[src/rtl/instr_fetch.sv]
// ---------------------------------------------------------------------------
// instr_fetch
//
// Instruction fetch front-end. It drives the read port of an instruction ROM
// that has a one-cycle registered read latency, and it delivers
// (pc, instruction) pairs to decode through a 2-entry queue. When a redirect
// arrives, the queue and the in-flight fetch are flushed and fetching
// restarts at the redirect PC in the same cycle.
//
// Optional feature (compile-time macro INSTR_FETCH_PERF_EN):
//   Adds o_fetch_cnt, a wrapping 32-bit count of decode transfers.
//
// Ports:
//   clk            in   1   rising-edge clock
//   rst            in   1   synchronous, active-high reset
//   o_i_addr       out  14  ROM byte address, bits [1:0] always 0
//   i_rdata        in   32  ROM data, valid one cycle after its address
//   o_valid        out  1   queue head holds an instruction
//   o_pc           out  32  PC of the queue head
//   o_instr        out  32  instruction word of the queue head
//   i_ready        in   1   decode takes the head when o_valid is high
//   i_redirect     in   1   one-cycle fetch restart request
//   i_redirect_pc  in   32  restart PC, bits [1:0] ignored
//   o_fetch_cnt    out  32  transfer count (INSTR_FETCH_PERF_EN only)
// ---------------------------------------------------------------------------
module instr_fetch #(
    parameter logic [31:0] RESET_PC = 32'h0000_0000
) (
    input  logic        clk,
    input  logic        rst,
    output logic [13:0] o_i_addr,
    input  logic [31:0] i_rdata,
    output logic        o_valid,
    output logic [31:0] o_pc,
    output logic [31:0] o_instr,
    input  logic        i_ready,
    input  logic        i_redirect,
    input  logic [31:0] i_redirect_pc
`ifdef INSTR_FETCH_PERF_EN
    ,
    output logic [31:0] o_fetch_cnt
`endif
);

    localparam logic [31:0] PC_ALIGN_MASK = 32'hFFFF_FFFC;
    localparam logic [31:0] RESET_PC_ALIGNED = RESET_PC & PC_ALIGN_MASK;

    // Fetch state
    logic [31:0] pc_r;
    logic        infl_v_r;
    logic [31:0] infl_pc_r;
    logic [13:0] addr_r;

    // Queue storage: the head entry drives the outputs directly
    logic [31:0] head_pc_r;
    logic [31:0] head_instr_r;
    logic [31:0] tail_pc_r;
    logic [31:0] tail_instr_r;
    logic [1:0]  count_r;

    // Per-cycle control
    logic        xfer_s;
    logic        issue_s;
    logic [31:0] issue_pc_s;
    logic [31:0] redir_pc_s;
    logic        push_s;
    logic        pop_s;
    logic [2:0]  occupancy_s;

    assign o_valid    = (count_r != 2'd0);
    assign o_pc       = head_pc_r;
    assign o_instr    = head_instr_r;
    assign xfer_s     = o_valid & i_ready;
    assign redir_pc_s = i_redirect_pc & PC_ALIGN_MASK;

    // A redirect discards the returning word and any pop; the flushed queue
    // must not be touched by either.
    assign push_s = infl_v_r & ~i_redirect;
    assign pop_s  = xfer_s & ~i_redirect;

    // Words already buffered plus the word still coming back from the ROM.
    assign occupancy_s = {1'b0, count_r} + {2'b00, infl_v_r};

    // Issue decision and ROM address: new address when issuing, else hold.
    always_comb begin
        issue_s    = 1'b0;
        issue_pc_s = pc_r;
        if (rst) begin
            issue_s    = 1'b0;
            issue_pc_s = pc_r;
        end else if (i_redirect) begin
            issue_s    = 1'b1;
            issue_pc_s = redir_pc_s;
        end else if ((occupancy_s < 3'd2) || xfer_s) begin
            // A pop this cycle frees the slot the new word will need.
            issue_s    = 1'b1;
            issue_pc_s = pc_r;
        end else begin
            issue_s    = 1'b0;
            issue_pc_s = pc_r;
        end

        if (issue_s) begin
            o_i_addr = issue_pc_s[13:0];
        end else begin
            o_i_addr = addr_r;
        end
    end

    // Fetch pointer, in-flight tracking and held ROM address.
    always_ff @(posedge clk) begin
        if (rst) begin
            pc_r      <= RESET_PC_ALIGNED;
            infl_v_r  <= 1'b0;
            infl_pc_r <= 32'h0000_0000;
            addr_r    <= 14'h0000;
        end else begin
            addr_r   <= o_i_addr;
            infl_v_r <= issue_s;
            if (issue_s) begin
                infl_pc_r <= issue_pc_s;
                pc_r      <= issue_pc_s + 32'd4;
            end
        end
    end

    // Two-entry queue: shifts tail into head on pop, appends on push.
    always_ff @(posedge clk) begin
        if (rst) begin
            head_pc_r    <= 32'h0000_0000;
            head_instr_r <= 32'h0000_0000;
            tail_pc_r    <= 32'h0000_0000;
            tail_instr_r <= 32'h0000_0000;
            count_r      <= 2'd0;
        end else if (i_redirect) begin
            count_r <= 2'd0;
        end else begin
            case ({push_s, pop_s})
                2'b11: begin
                    if (count_r == 2'd2) begin
                        head_pc_r    <= tail_pc_r;
                        head_instr_r <= tail_instr_r;
                        tail_pc_r    <= infl_pc_r;
                        tail_instr_r <= i_rdata;
                    end else begin
                        head_pc_r    <= infl_pc_r;
                        head_instr_r <= i_rdata;
                    end
                end
                2'b10: begin
                    if (count_r == 2'd0) begin
                        head_pc_r    <= infl_pc_r;
                        head_instr_r <= i_rdata;
                    end else begin
                        tail_pc_r    <= infl_pc_r;
                        tail_instr_r <= i_rdata;
                    end
                    count_r <= count_r + 2'd1;
                end
                2'b01: begin
                    head_pc_r    <= tail_pc_r;
                    head_instr_r <= tail_instr_r;
                    count_r      <= count_r - 2'd1;
                end
                default: begin
                    count_r <= count_r;
                end
            endcase
        end
    end

`ifdef INSTR_FETCH_PERF_EN
    logic [31:0] fetch_cnt_r;

    assign o_fetch_cnt = fetch_cnt_r;

    // Transfer counter; a transfer in a redirect cycle still counts.
    always_ff @(posedge clk) begin
        if (rst) begin
            fetch_cnt_r <= 32'h0000_0000;
        end else if (xfer_s) begin
            fetch_cnt_r <= fetch_cnt_r + 32'd1;
        end
    end
`endif

endmodule

[config.mk]
export PLATFORM = sky130hd
export DESIGN_NAME = instr_fetch
export DESIGN_NICKNAME = d
export VERILOG_FILES = /design/src/rtl/instr_fetch.sv
export SDC_FILE = /design/constraint.sdc
export NUM_CORES = 1
export LEC_CHECK = 0
export CORE_MARGIN = 2
export CORE_UTILIZATION = 35
export DETAILED_ROUTE_END_ITERATION = 8
export DONT_BUFFER_PORTS = 1
export PLACE_DENSITY_LB_ADDON = 0.1
export SLEW_MARGIN = 30
export SYNTH_ARGS = -nofsm -noshare
export SYNTH_HDL_FRONTEND = slang
export SYNTH_SLANG_ARGS = --single-unit
[constraint.sdc]
create_clock -name clk -period 8.5 [get_ports clk]
set_input_delay 1.7 -clock clk [delete_from_list [all_inputs] [get_ports clk]]
set_output_delay 1.7 -clock clk [all_outputs]
set_load 0.05 [all_outputs]
Word level (Yosys, flattened, before mapping):

Index checks and enable logic that the tools add are counted.

* add/subtract/negate cells: 4
* multiply operators: 0
* divide/modulo/power cells: 0
* order comparisons: 1
* equal/unequal tests: 7
* shift operators: 0
* mux-type cells: 19
* bitwise operators: 4
* reduce and logical (&&, ||, !) cells: 9

Operator list (number)
* $mux W32: 10
* $pmux W32 S3: 2
* $pmux W32 S2: 2
* $add A32 B3 Y32 const B: 1
* $mux W14: 1
* $eq A2 B2 Y1 const B: 3
* $ne A2 B2 Y1 const B: 3
* $reduce_bool A2 Y1: 3
* $pmux W2 S2: 1
* $reduce_and A4 Y1: 1
* $add A2 B1 Y3: 1
* $and A1 B1 Y1: 3
* $lt A3 B2 Y1 const B: 1
* $mux W1: 3
* $reduce_and A3 Y1: 1
* $reduce_bool A3 Y1: 1
* $add A2 B1 Y2 const B: 1
* $eq A2 B1 Y1 const B: 1
* $logic_not A2 Y1: 1
* $reduce_or A2 Y1: 1
* $sub A2 B1 Y2 const B: 1
* $logic_or A1 B1 Y1: 1
* $not A1 Y1: 1

* flip-flop bits (word level): 209
* bits in latches: 0
* memory bits (writable): 0
* bits in read-only memories: 0
* bits of input ports: 68
* memories kept: 0

Depth between registers and ports, before layout:

Gate-level depths: netlist of run 1.

* depth after elaboration: 7
* depth in mapped cells: 13
* depth with buffers taken out: 9

Least setup slack after synthesis of run 1:

OpenSTA, ideal clock, no wires.

* path kind: in2out
* start: input i_redirect
* end: output o_i_addr[9]
* arrival: 3.935 ns
* path slack: 2.865 ns
* stages: 6
* buffers on the path: 3
* cells stage by stage: nor2b_1 buf_2 buf_2 buf_1 mux2i_1 o21ai_0

* longest elaborated chain between the ends: 3

Ends and longest elaborated chain
* start, declared: line 37 `input logic i_redirect,`
* $mux W32 / $mux W1 (equally long branches): line 91 `end else if (i_redirect) begin`
* $mux W32 / $mux W1 (equally long branches): line 88 `if (rst) begin`
* $mux W14 *: line 103 `if (issue_s) begin`
* end, declared: line 31 `output logic [13:0] o_i_addr,`

Every way passes the cells marked *; elsewhere a longest branch is shown, timed or not.

Worst setup path in the final report of run 1:

* start: input i_redirect
* end: output o_i_addr[7]

The elaborated chain is that of the path after synthesis.

==> impl_results.md, run 1 <==
- Status: finished, final reports clean
- Die W: ~170 microns
- Residual DRC: 0
- Clk pin slew, worst setup/hold paths: roughly 0.060 ns
- Worst Setup End Kind: primary output
- Final Hold Vio Count: 0
- CTS buffer count: 25
- Via count: roughly 8,700
- Crit-path max FO: between 60 and 70
- Layout fillers: 2,874
- Initial DRC Count: 649
- CTS tree: done
- H-tree levels: 1
- Overflow after GRT: 0
- Setup TNS: 0 ns
- Post-synth EDFFs: 0
- Drt via density: roughly 5.4
- Nature of the critical path startpoint: primary input
- Top-count cell post-synth: nand2_1
- Non-Filler Instances: between 1,500 and 2,000
- Fin nets: 1,272
- Routed Antenna Nets: 0
- Leakage: 3.837 nW
- Cells after Synth: ~1,300
- Max incr delay on CP: around 0.48 ns
- Max-slew violation count: 0
- Max-slew headroom: between 30 and 40%
- Drt wl/cell: 18.07 microns
- DP HPWL: around 17,000 microns
- Worst Path Required: 6.80 ns
- CP top delay family: buffers and inverters
- Fraction of registers with async set/reset: 0%
- Syn nets: between 1,000 and 1,500
- VDD IR max: ~0.11 mV
- Critical Path AT: roughly 3.5 ns
- Synth top cells by count: nand2_1 (292), dfxtp_1 (207), a21oi_1 (131)
- CP Buf/Inv Count: 3
- HP Class: reg2reg
- Mean Syn Cell Area: approximately 7.7 sq um
- # setup viols final: 0
- Register area share after synthesis: 42.23%
- Initial Utilization: between 30% and 40%
- Full die area: 29,390 sq um
- Tot Pwr: roughly 2.3 mW
- Area delta synth->final: 10.52%
- Post-synth top area share: a little over two fifths
- Yosys reg bits: 207
- Cell taking the most area after synthesis: dfxtp_1
- Minimum clock period: roughly 5.2 ns
- Clock skew: 0.01541 ns
- CTS Buffer Depth: 3
- Placed cells: roughly 1,600
- Hold_buf cts: 0
- Pin count of the biggest net entering global routing: 215
- RSZ-0062 raised after global routing: no
- DRT Pass-1 Iters: 5
- P per Cell Area: ~210 nW/um^2
- Resize count post-CTS: 0
- Share of layout cells above drive strength 1: 6.984%
- Top FF cell, synth: dfxtp_1
- R2r setup slk: between 4 and 5 ns
- Critical path cell sequence: or3_2 -> nand2b_1 -> buf_4 -> clkinv_1 -> a31oi_1 -> buf_4
- Initial antenna violation count: 0
- CORE AREA: around 28,000 sq um
- Final wirelength: slightly below 30,000 microns
- Setup CP Type: in2out
- Mapped Area: a little under 10,000 sq um
- Top Ports: 147
- Yosys warns: 0
- Clock Latency Late Sink: roughly 0.52 ns
- Clock Root Buffer: clkbuf_16
- Distinct cells, synth: 57
- Cell mode on critical path: buf_4
- IO buf count: 0
- Ant. Diodes: 0
- Chip Height: 171.4 microns
- CTS Sinks: around 210
- Row count: 61
- Worst-Margin Slew: around 1 ns
- First-pass GRT wire length: between 40,000 and 50,000 microns
- Util after Layout: between 30% and 40%
- Area contributors post-synth: dfxtp_1 (42%), nand2_1 (11%), a21oi_1 (6.7%)
- Max Cap Viol: 0
- Via count of the first global-routing pass: slightly below 8,000
- GRT Util Overall: 19.10%
- Max frequency: slightly below 200 MHz
- Crit share post-route: between 60% and 70%
- Setup bufs post-CTS: 0
- Slowest CP cell: or3_2
- GPL Wtd Cong: approximately 0.80
-- worst paths after layout --
| path | startpoint | end | depth (start not counted) |
|---|---|---|---|
| max reg2reg | count_r[0] | o_pc[15] | 9 |
| min | tail_pc_r[20] | tail_pc_r[20] | 2 |
| max | i_redirect | o_i_addr[7] | 6 |
| min reg2reg | tail_pc_r[20] | tail_pc_r[20] | 2 |
-- flip-flops by register name, indices dropped and copies added (netlist names) --
| name | cells |
|---|---|
| addr_r | 14 |
| count_r | 2 |
| infl_pc_r | 30 |
| infl_v_r | 1 |
| o_instr | 32 |
| o_pc | 32 |
| pc_r | 32 |
| tail_instr_r | 32 |
| tail_pc_r | 32 |
-- routing by layer --
layer | GRT usage (%) | part of all wire (%)
met1 | 28.80 | 50
met2 | 26.86 | 41
met3 | 5.499 | 8.7
met4 | 3.500 | 1.0
met5 | 0 | 0
-- metrics by stage --
| stage | hold slack (ns) | setup WS [ns] | instance area, sq um |
|---|---|---|---|
| detailed placement | 0.4444 | 3.299 | 10030 |
| finish | 0.4542 | 3.292 | 10840 |
| CTS | 0.4524 | 3.292 | 10840 |
| global route | 0.4702 | 3.138 | 10840 |
| floorplan | 0.4357 | 2.865 | 9812 |
| global placement | 0.4390 | 3.292 | 10030 |
-- layout by cell type (no fill, tap or decap), drive strengths merged, types with 4 or more instances in the layout --
cell type	n
and3	7
nand3	20
a31oi	12
mux2i	34
a21boi	4
a311oi	45
nand3b	9
nor3	49
dfxtp	207
nor2	120
a221oi	67
and2	13
clkbuf	38
inv	9
nor2b	27
clkinv	5
o21ai	30
a211oi	18
nand2	292
ha	5
mux2	4
a22oi	4
nand2b	6
a21oi	131
buf	19
xnor2	9
-- final cells by class --
cell class | count | area (sq um) | area share [%]
flip-flops and latches | 207 | 4144 | 38.21
well taps | 378 | 473.0 | 4.361
clock inverters | 7 | 65.06 | 0.6000
inverters | 10 | 37.54 | 0.3461
clock buffers | 38 | 744.5 | 6.865
repair buffers | 19 | 142.6 | 1.315
multi-input cells | 936 | 5238 | 48.30
-- worst reg2reg max path, stage by stage, from the launching register on --
cell and delay, ns:
dfxtp_1 0.39, or2_2 0.48, nor2b_1 0.22, and2_1 0.19
ha_2 0.44, buf_4 0.75, a21oi_1 0.16, buf_4 0.26
a221oi_1 0.42, nor3_1 0.08
-- power breakdown --
group          internal [mW]  switching [mW]  leakage [nW]
clock network          0.631           0.414         0.396
registers               1.01          0.0747          1.69
logic                 0.0668           0.118          1.76
-- kinds of logic (layout without fill, tap and decap cells) --
group	after synthesis	count (layout)	synth area share, %
AOI/OAI and AO/OA	325	325	22.52
xor gates and xnor gates	11	11	0.9820
adders and majority gates	5	5	0.6376
buffers and inverters	124	74	4.897
DFF	207	207	42.23
muxes	38	38	3.966
and+or+nand+nor	557	557	24.76
Power figures use the tool's default switching activity.
==> run 2: changes to the inputs <==
- clock period: 8.5 -> 4.2 ns (I/O delays scaled with it)
==> impl_results.md, run 2 (synthesis gave the netlist of run 1 again) <==
- Status: finished, final reports clean
- Residual DRC: 0
- Max-slew headroom: roughly a third
- Setup bufs post-CTS: 0
- Fin nets: ~1,300
- Crit. Startpoint: count_r[0]
- Critical Path AT: roughly 2.8 ns
- Chip Height: approximately 170 microns
- First-pass GRT wire length: roughly 46,000 microns
- Leakage: slightly below 4 nW
- Setup TNS: 0 ns
- IO buf count: 0
- Most frequent cells in the layout: nand2_1 (292), dfxtp_1 (207), a21oi_1 (131), nor2_1 (120), a221oi_1 (66)
- Worst Setup EP: o_i_addr[4]
- Max Cap Viol: 0
- VDD IR max: between 0.2 and 0.3 mV
- Via count: about 8,600
- CTS tree: done
- Initial DRC Count: ~700
- Clk pin slew, worst setup/hold paths: 0.06 ns
- Clock Latency Late Sink: about 0.54 ns
- Routed Antenna Nets: 0
- Ant. Diodes: 0
- Clock Root Buffer: clkbuf_16
- GRT Util Overall: 19.46%
- Max frequency: around 280 MHz
- Resize count post-CTS: 0
- CTS Sinks: 207
- Minimum clock period: 3.629 ns
- Drt wl/cell: roughly 18 microns
- Share of layout cells above drive strength 1: about 7%
- R2r setup slk: about 0.8 ns
- # setup viols final: 0
- P per Cell Area: 436.3 nW/um^2
- Final Hold Vio Count: 0
- Hold_buf cts: 0
- Full die area: slightly below 30,000 sq um
- Nature of the critical path startpoint: flip-flop
- Pin count of the biggest net entering global routing: 215
- Clock skew: 0.01671 ns
- Row count: 61
- Util after Layout: about 39%
- GPL Wtd Cong: 0.8013
- Worst Setup End Kind: primary output
- Area of the multi-input gates: roughly 5200 sq um
- Final wirelength: 29,300 microns
- DRT Pass-1 Iters: 4
- Crit-path max FO: 10
- Hold path start: rst
- Via count of the first global-routing pass: approximately 8,000
- M1 wire length: between 10,000 and 15,000 microns
- H-tree levels: 1
- Metal2 WL: 12,170 microns
- Initial antenna violation count: 0
- Overflow after GRT: 0
- Max Used Layer: met4
- Initial Utilization: 35.42%
- Final instance area: between 10,000 and 15,000 sq um
- Placement Cell Area: around 10,000 sq um
- CTS buffer count: 26
- Layout fillers: around 2,800
- Crit share post-route: 86.41%
- Reg2reg end: tail_pc_r[4]
- Area delta synth->final: 11.30%
- Setup CP Type: reg2out
- Top Ports: about 150
- Worst-Margin Slew: a little over 1 ns
- CORE AREA: 27,710 sq um
- Most common cell after layout, fill and taps aside: nand2_1
- CTS Buffer Depth: 3
- DP HPWL: between 15,000 and 20,000 microns
- Met3 wire length: ~2100 microns
- Die W: about 170 microns
- Reg area: approximately 4100 sq um
- Drt via density: 5.360
- HP Class: in2reg
- Worst-case reg-to-reg path depth: 10
- RSZ-0062 raised after global routing: no
- Worst Path Required: approximately 3.4 ns
- R2r startpoint: count_r[0]
- Max-slew violation count: 0
==> run 2: per-stage QoR <==
| stage | std cells | setup slack, ns | hold slack (ns) | total power [mW] |
|---|---|---|---|---|
| 2_1_floorplan | 1267 | 0.2851 | 0.4357 | 2.543 |
| 3_3_place_gp | 1553 | 0.6382 | 0.4390 | 2.611 |
| 3_5_place_dp | 1553 | 0.6203 | 0.4431 | 2.616 |
| 4_1_cts | 1598 | 0.5329 | 0.3609 | 4.835 |
| 5_1_grt | 1598 | 0.4075 | 0.3597 | 4.966 |
| 6_report | 1598 | 0.5708 | 0.3854 | 4.765 |
==> run 2: worst max-delay path, stage by stage (launching register included) <==
cell and delay, ns:
dfxtp_1 0.52, a21oi_1 0.14, or3_2 0.51, nand2b_1 0.13, buf_4 0.16, clkinv_1 0.30
nand2_1 0.17, nand2_1 0.33
==> run 2: final cells by class <==
cell class | instances | share of cell area (%)
repair buffers | 22 | 1.742
clock inverters | 4 | 0.5500
multi-input cells | 936 | 47.97
inverters | 10 | 0.3437
flip-flops and latches | 207 | 37.95
well taps | 378 | 4.331
clock buffers | 41 | 7.115
==> run 2: per-layer routing <==
layer	GRT usage, %	vias to the layer above
li1	-	4360
met1	29.30	4007
met2	27.41	171
met3	5.430	27
met4	3.906	0
met5	0	-
==> run 2: power by group <==
group	leakage (nW)	internal (mW)	total [mW]	switching, mW
Sequential	1.69	2.04	2.19	0.152
Combinational	1.78	0.141	0.383	0.242
Clock	0.410	1.32	2.19	0.870
==> run 2: how the worst min path moves through the flow <==
stage,endpoint,cells past startpoint
CTS,count_r[1],1
global route,pc_r[7],1
finish,addr_r[13],1
detailed placement,tail_pc_r[8],2
floorplan,pc_r[2],2
global placement,tail_pc_r[8],2
